**config.mk**
```make
export PLATFORM = sky130hd
export DESIGN_NAME = sd_fifo_tail_b
export DESIGN_NICKNAME = d
export VERILOG_FILES = /design/src/rtl/sd_fifo_tail_b.sv
export SDC_FILE = /design/constraint.sdc
export NUM_CORES = 1
export LEC_CHECK = 0
export CAP_MARGIN = 10
export CORE_ASPECT_RATIO = 1.5
export CORE_MARGIN = 4
export CORE_UTILIZATION = 46
export DETAILED_ROUTE_END_ITERATION = 12
export MAX_ROUTING_LAYER = met4
export PLACE_DENSITY = 0.85
export REMOVE_ABC_BUFFERS = 1
export SYNTH_ARGS = -nofsm -noshare
export SYNTH_HDL_FRONTEND = slang
export SYNTH_SLANG_ARGS = --single-unit
```
**constraint.sdc**
```tcl
create_clock -name clk -period 3.5 [get_ports clk]
set_input_delay 0.875 -clock clk [delete_from_list [all_inputs] [get_ports clk]]
set_output_delay 0.875 -clock clk [all_outputs]
set_load 0.01 [all_outputs]
```
**src/rtl/sd_fifo_tail_b.sv**
```systemverilog
// sd_fifo_tail_b
// Read-side controller for the memory-based "B" FIFO. Tracks a read pointer
// against the head's committed write pointer, issues reads to a synchronous
// memory with one cycle of read latency, and hides that latency behind a
// 2-entry output buffer so that a steady stream of one word per cycle is
// possible. Optionally (commit=1) delivered words can be rewound and replayed.
//
// Ports:
//   clk          clock
//   reset        synchronous, active-high reset
//   enable       arbitration grant; no new reads are issued while low
//   p_srdy       output word valid
//   p_drdy       consumer ready
//   p_data       output word (buffer head)
//   p_commit     with a pop, marks all delivered words consumed (commit=1)
//   p_abort      rewind to the last commit point (commit=1)
//   bound_low    lowest memory address owned by this FIFO
//   bound_high   highest memory address owned by this FIFO
//   wrptr        committed write pointer from the head
//   cur_rdptr    memory read address, meaningful while mem_re=1
//   com_rdptr    read pointer returned to the head for full detection
//   mem_re       memory read strobe
//   mem_rd_data  memory read data, valid the cycle after mem_re
module sd_fifo_tail_b #(
    parameter int depth  = 16,
    parameter int width  = 8,
    parameter int commit = 0,
    parameter int asz    = $clog2(depth)
) (
    input  logic             clk,
    input  logic             reset,
    input  logic             enable,
    output logic             p_srdy,
    input  logic             p_drdy,
    output logic [width-1:0] p_data,
    input  logic             p_commit,
    input  logic             p_abort,
    input  logic [asz-1:0]   bound_low,
    input  logic [asz-1:0]   bound_high,
    input  logic [asz-1:0]   wrptr,
    output logic [asz-1:0]   cur_rdptr,
    output logic [asz-1:0]   com_rdptr,
    output logic             mem_re,
    input  logic [width-1:0] mem_rd_data
);

    // Advance a pointer by one inside [lo, hi], wrapping at hi.
    function automatic logic [asz-1:0] ptr_inc(input logic [asz-1:0] ptr,
                                               input logic [asz-1:0] lo,
                                               input logic [asz-1:0] hi);
        return (ptr == hi) ? lo : ptr + asz'(1);
    endfunction

    logic [asz-1:0]   del_rdptr;
    logic [1:0]       ocnt;
    logic             rd_pending;
    logic [width-1:0] ent0;
    logic [width-1:0] ent1;

    logic             empty;
    logic             pop;
    logic             abort_now;
    logic             capture;
    logic             capture_to_head;
    logic [2:0]       occ;
    logic [asz-1:0]   cur_rdptr_p1;
    logic [asz-1:0]   del_rdptr_p1;

    assign cur_rdptr_p1 = ptr_inc(cur_rdptr, bound_low, bound_high);
    assign del_rdptr_p1 = ptr_inc(del_rdptr, bound_low, bound_high);

    assign empty     = (cur_rdptr == wrptr);
    assign pop       = p_srdy & p_drdy;
    assign abort_now = (commit != 0) ? p_abort : 1'b0;

    // Occupancy the buffer will have once the in-flight read lands and the
    // current pop leaves; a new read is only allowed if it still fits.
    // ocnt + rd_pending never exceeds 2, and pop implies ocnt >= 1.
    assign occ    = {1'b0, ocnt} + {2'b00, rd_pending} - {2'b00, pop};
    assign mem_re = !reset & enable & !empty & !abort_now & (occ < 3'd2);

    // A read that is in flight during an abort is dropped on the floor.
    assign capture = rd_pending & !abort_now;

    // Entry 0 is always the head; a capture lands in the first slot that is
    // free after this cycle's pop has shifted entry 1 forward.
    assign capture_to_head = (ocnt == 2'd0) || ((ocnt == 2'd1) && pop);

    assign p_srdy = (ocnt != 2'd0);
    assign p_data = ent0;

    always_ff @(posedge clk) begin
        if (reset) begin
            cur_rdptr  <= bound_low;
            com_rdptr  <= bound_low;
            del_rdptr  <= bound_low;
            ocnt       <= 2'd0;
            rd_pending <= 1'b0;
            ent0       <= '0;
            ent1       <= '0;
        end else begin
            rd_pending <= mem_re;
            if (abort_now) begin
                // Rewind both read-side pointers; buffered words are discarded
                // and will be fetched again from the commit point.
                cur_rdptr <= com_rdptr;
                del_rdptr <= com_rdptr;
                ocnt      <= 2'd0;
            end else begin
                if (mem_re)
                    cur_rdptr <= cur_rdptr_p1;
                if (pop)
                    del_rdptr <= del_rdptr_p1;
                ocnt <= ocnt + {1'b0, capture} - {1'b0, pop};

                if (commit == 0) begin
                    if (pop)
                        com_rdptr <= del_rdptr_p1;
                end else begin
                    if (pop && p_commit)
                        com_rdptr <= del_rdptr_p1;
                end

                if (pop)
                    ent0 <= ent1;
                if (capture) begin
                    if (capture_to_head)
                        ent0 <= mem_rd_data;
                    else
                        ent1 <= mem_rd_data;
                end
            end
        end
    end

endmodule

```
# --- After elaboration in Yosys (flattened, before gate mapping) ---
# Index checks and enable logic that the tools add are counted.
totals:
  ff_bits: 27
  elab_cells: 40
op_classes:
  addsub: 6
  n_lt_le_gt_ge: 1
  eq_ne: 4
  muxes: 9
  bitwise: 5
  reduce_logical: 9
op_table:
  columns: ["operator", "n"]
  rows:
  - ["$mux W4", 6]
  - ["$mux W8", 3]
  - ["$eq A4 B4 Y1", 3]
  - ["$add A4 B1 Y4 const B", 2]
  - ["$reduce_bool A2 Y1", 3]
  - ["$and A1 B1 Y1", 4]
  - ["$add A2 B1 Y3", 1]
  - ["$lt A3 B2 Y1 const B", 1]
  - ["$sub A3 B1 Y3", 1]
  - ["$add A2 B1 Y2", 1]
  - ["$eq A2 B1 Y1 const B", 1]
  - ["$logic_not A1 Y1", 2]
  - ["$logic_not A2 Y1", 1]
  - ["$reduce_and A2 Y1", 1]
  - ["$sub A2 B1 Y2", 1]
  - ["$logic_and A1 B1 Y1", 1]
  - ["$logic_or A1 B1 Y1", 1]
  - ["$not A1 Y1", 1]

# --- Depth between registers and ports, before layout ---
logic_depth:
  ltp_word: 7
  mapped_depth: 11
  depth_no_buf: 10

# --- Worst setup path after synthesis ---
# No wires, ideal clock.
synth_path:
  path_type: "input port to output port"
  startpoint: "input port p_drdy"
  endpoint: "output port mem_re"
  t_arrival_ps: 2427
  path_slack_ps: 198
  cell_stages: 8
  n_path_buf: 1
  path_cell_list: "and2_1 > buf_2 > nand2b_1 > nand2_1 > ha_1 > fa_1 > nand3b_1 > nor3_1"
synth_via:
  elab_chain_len: 4
synth_lines:
  columns: ["element", "line", "source"]
  rows:
  - ["from (decl)", "34", "input logic p_drdy,"]
  - ["$and A1 B1 Y1", "73", "assign pop = p_srdy & p_drdy;"]
  - ["$sub A3 B1 Y3", "79", "assign occ = {1'b0, ocnt} + {2'b00, rd_pending} - {2'b00, pop};"]
  - ["net occ[1]", "65", "logic [2:0] occ;"]
  - ["$lt A3 B2 Y1", "80", "assign mem_re = !reset & enable & !empty & !abort_now & (occ < 3'd2);"]
  - ["$and A1 B1 Y1", "80", null]
  - ["to (decl)", "43", "output logic mem_re,"]
# The timed path passes the listed nets, and every way through them passes these cells.

# --- Worst setup path in the final report ---
# Same ends and word-level chain as after synthesis.

==> run_results.csv <==
group,metric,value,unit
sta,finalWorstSetupSlack,0.171,ns
sta,slew_headroom,54.2,%
global_route,antenna_found_initial,0,
worst_setup_path,worstSetupPathDepth,9,
cells_and_area,area_delta_synth_final,42.0,%
synthesis,syn_inst,137,
placed_design,dp_hpwl,2.55,mm
worst_setup_path,worstRegToRegCells,18,
status,status,"finished, final reports clean",
sta,whs,0.510,ns
cells_and_area,nets,223,
worst_setup_path,cp_data_arrival_time,2.45,ns
cells_and_area,seq_area,621,um2
synthesis,ys_seq_area_share,44.2,%
worst_setup_path,startpoint_type,"primary input",
placed_design,gp_congestion,0.696,
worst_setup_path,path_buf_inv,2,
drt,drt_iter0_drc,24,
global_route,grt_max_degree,20,
floorplanning,die_w,53.1,um
sta,finalCriticalPeriod,3.33,ns
sta,skew,0.00309,ns
sta,finalSetupViolCount,0,
global_route,grt_pass1_wl,5.67,mm
clock_network,root_buffer,"clkbuf_8",
clock_network,clk_latency,0.26,ns
worst_setup_path,crit_chain,"clkbuf_2 -> and2_4 -> nand2b_1 -> nand2_1 -> ha_2 -> fa_2 -> nand3b_1 -> nor3_2 -> buf_2",
synthesis,synth_flop_cell,"dfxtp_1",
power_and_ir_drop,p_leak,0.783,nW
worst_setup_path,cp.required,2.62,ns
sta,fmax,0.300,GHz
cells_and_area,antenna_cells,0,
power_and_ir_drop,power_density,681,nW/um2
floorplanning,row_count,24,
drt,wire_per_inst,14.8,um
global_route,grt_overflow,0,
placed_design,port_buffers,41,
min_path,min_path_type,"register to register",
worst_setup_path,critPathTopFamily,"simple AND/OR/NAND/NOR gates",
floorplanning,start_util,48.2,%
sta,finalSetupTns,0,ns
cells_and_area,multiInputGateArea,761,um2
drt,via_count,1193,
synthesis,synth_area_per_cell,10.3,um2
synthesis,ys_warn_count,0,
cells_and_area,drive_gt1_share,20.3,%
synthesis,syn_area,1410,um2
worst_setup_path,max_stage_delay,0.44,ns
synthesis,ys_types,27,
floorplanning,core_area,2910,um2
floorplanning,die_area,4020,um2
cells_and_area,final_cell_mix,"39 x clkdlybuf4s50_1, 21 x nor2_1, 19 x nand2_1, 19 x dfxtp_1, 15 x buf_4",
power_and_ir_drop,max-vdd-ir-drop,0.449,mV
sta,worst_pin_slew,0.686,ns
floorplanning,die_h,75.7,um
sta,period_share,95.1,%
global_route,grtUsageTotal,19.3,%
drt,drc_errors,0,
synthesis,synth-seq-cells,27,
sta,finalHoldViolCount,0,
power_and_ir_drop,fin_total_pwr,1.36,mW
drt,drtPass1Iterations,4,
clock_network,max-clock-path-buffers,2,
cells_and_area,fillCellCount,234,
floorplanning,ios,44,
flow_run,max-cap-violations,0,
global_route,grt_pass1_vias,1308,
synthesis,ys_async_sr_fraction,0,%
sta,slew_violations,0,
worst_setup_path,critPathCaptureType,"output pin",
drt,vias_per_cell,5.16,
drt,wl,3.42,mm
synthesis,synth_edf_count,8,
clock_network,cts.sinks,27,
worst_setup_path,crit_type,"primary input to output pin",
worst_setup_path,worstPathMaxFanout,3,
placed_design,place_ws,-0.711,ns
clock_network,h-tree-depth,1,
drt,postRouteAntennaNets,0,
clock_network,cts_buffers,3,
clock_network,path_clk_slew,0.09,ns
sta,rsz0062_at_grt,"no",
cells_and_area,final_common_cell,"clkdlybuf4s50_1",
min_path,worstHoldPathCells,2,
clock_network,cts_tree,"built",
worst_setup_path,crit_slowest_cell,"fa_2",
[report_power, final]
group | switching [mW] | total (mW) | internal [mW]
combinational | 0.293 | 0.699 | 0.406
clock | 0.0888 | 0.170 | 0.0813
sequential | 0.0730 | 0.489 | 0.416
total | 0.455 | 1.36 | 0.903
[layer usage]
metal / wire length (um) / GRT usage, % / vias up
li1: - / - / 582
met1: 1430 / 20.7 / 566
met2: 1800 / 35.5 / 43
met3: 173 / 2.35 / 2
met4: 15 / 7.39 / 0
met5: 0 / - / -
[path summary, 6_finish.rpt]
path,start,endpoint,slack (ns)
setup / recovery,p_drdy,mem_re,0.17
hold / removal,ent1[4],p_data[4],0.51
setup reg to reg,ocnt[0],capture,0.23
hold reg to reg,ent1[4],p_data[4],0.51
[area by class of cell]
type | instances | area share, %
clock buffer | 4 | 2.26
inverter | 2 | 0.376
multi-input combinational | 103 | 38.1
sequential | 27 | 31.1
tap | 39 | 2.45
timing repair buffer | 56 | 25.7
[tightest hold or removal path, cell delays in order, from the launching register on]
cell      delay, ns
dfxtp_1        0.32
nand2_1        0.07
a311oi_2       0.08
[timing repair]
| item | 4_1_cts | 5_1_grt |
|---|---|---|
| pin swaps | 3 | 2 |
| setup endpoints to repair | 1 | 2 |
| resized for setup | 7 | 4 |
| hold buffers | 0 | 0 |
| setup buffers | 10 | 0 |
[synthesized netlist by cell type, types with 3 or more instances]
master,instances,area (um2)
ha_1,3,37.5
nand2_1,19,71.3
xnor2_1,10,87.6
nor2_1,21,78.8
edfxtp_1,8,240
nor2b_1,3,18.8
xor2_1,7,61.3
a21oi_1,5,25.0
mux2i_1,9,90.1
dfxtp_1,19,380
a311oi_2,8,120
[flip-flops by register name, summed over array words and instances, names as in the netlist]
name       count
ocnt           2
p_data         8
capture        1
del_rdptr      4
ent1           8
cur_rdptr      4
[cells by family (layout without fill, tap and decap cells)]
logic type / count (synthesis) / count (layout) / share of synthesized area, %
AO/OA/AOI/OAI: 16 / 16 / 13.3
buffers and inverters: 7 / 62 / 2.58
flip-flops: 27 / 27 / 44.2
adder cells (fa/ha/maj): 4 / 4 / 4.10
XOR/XNOR: 17 / 17 / 10.6
multiplexers: 11 / 11 / 8.01
AND/OR/NAND/NOR: 55 / 55 / 17.3
[through the flow]
step	utilization [%]	instance area, um2	cells
2_1_floorplan	-	1380	132
3_3_place_gp	64.3	1870	217
3_5_place_dp	64.3	1870	217
4_1_cts	68.5	1990	231
5_1_grt	68.5	2000	231
6_report	68.5	2000	231
Power figures use the tool's default switching activity.
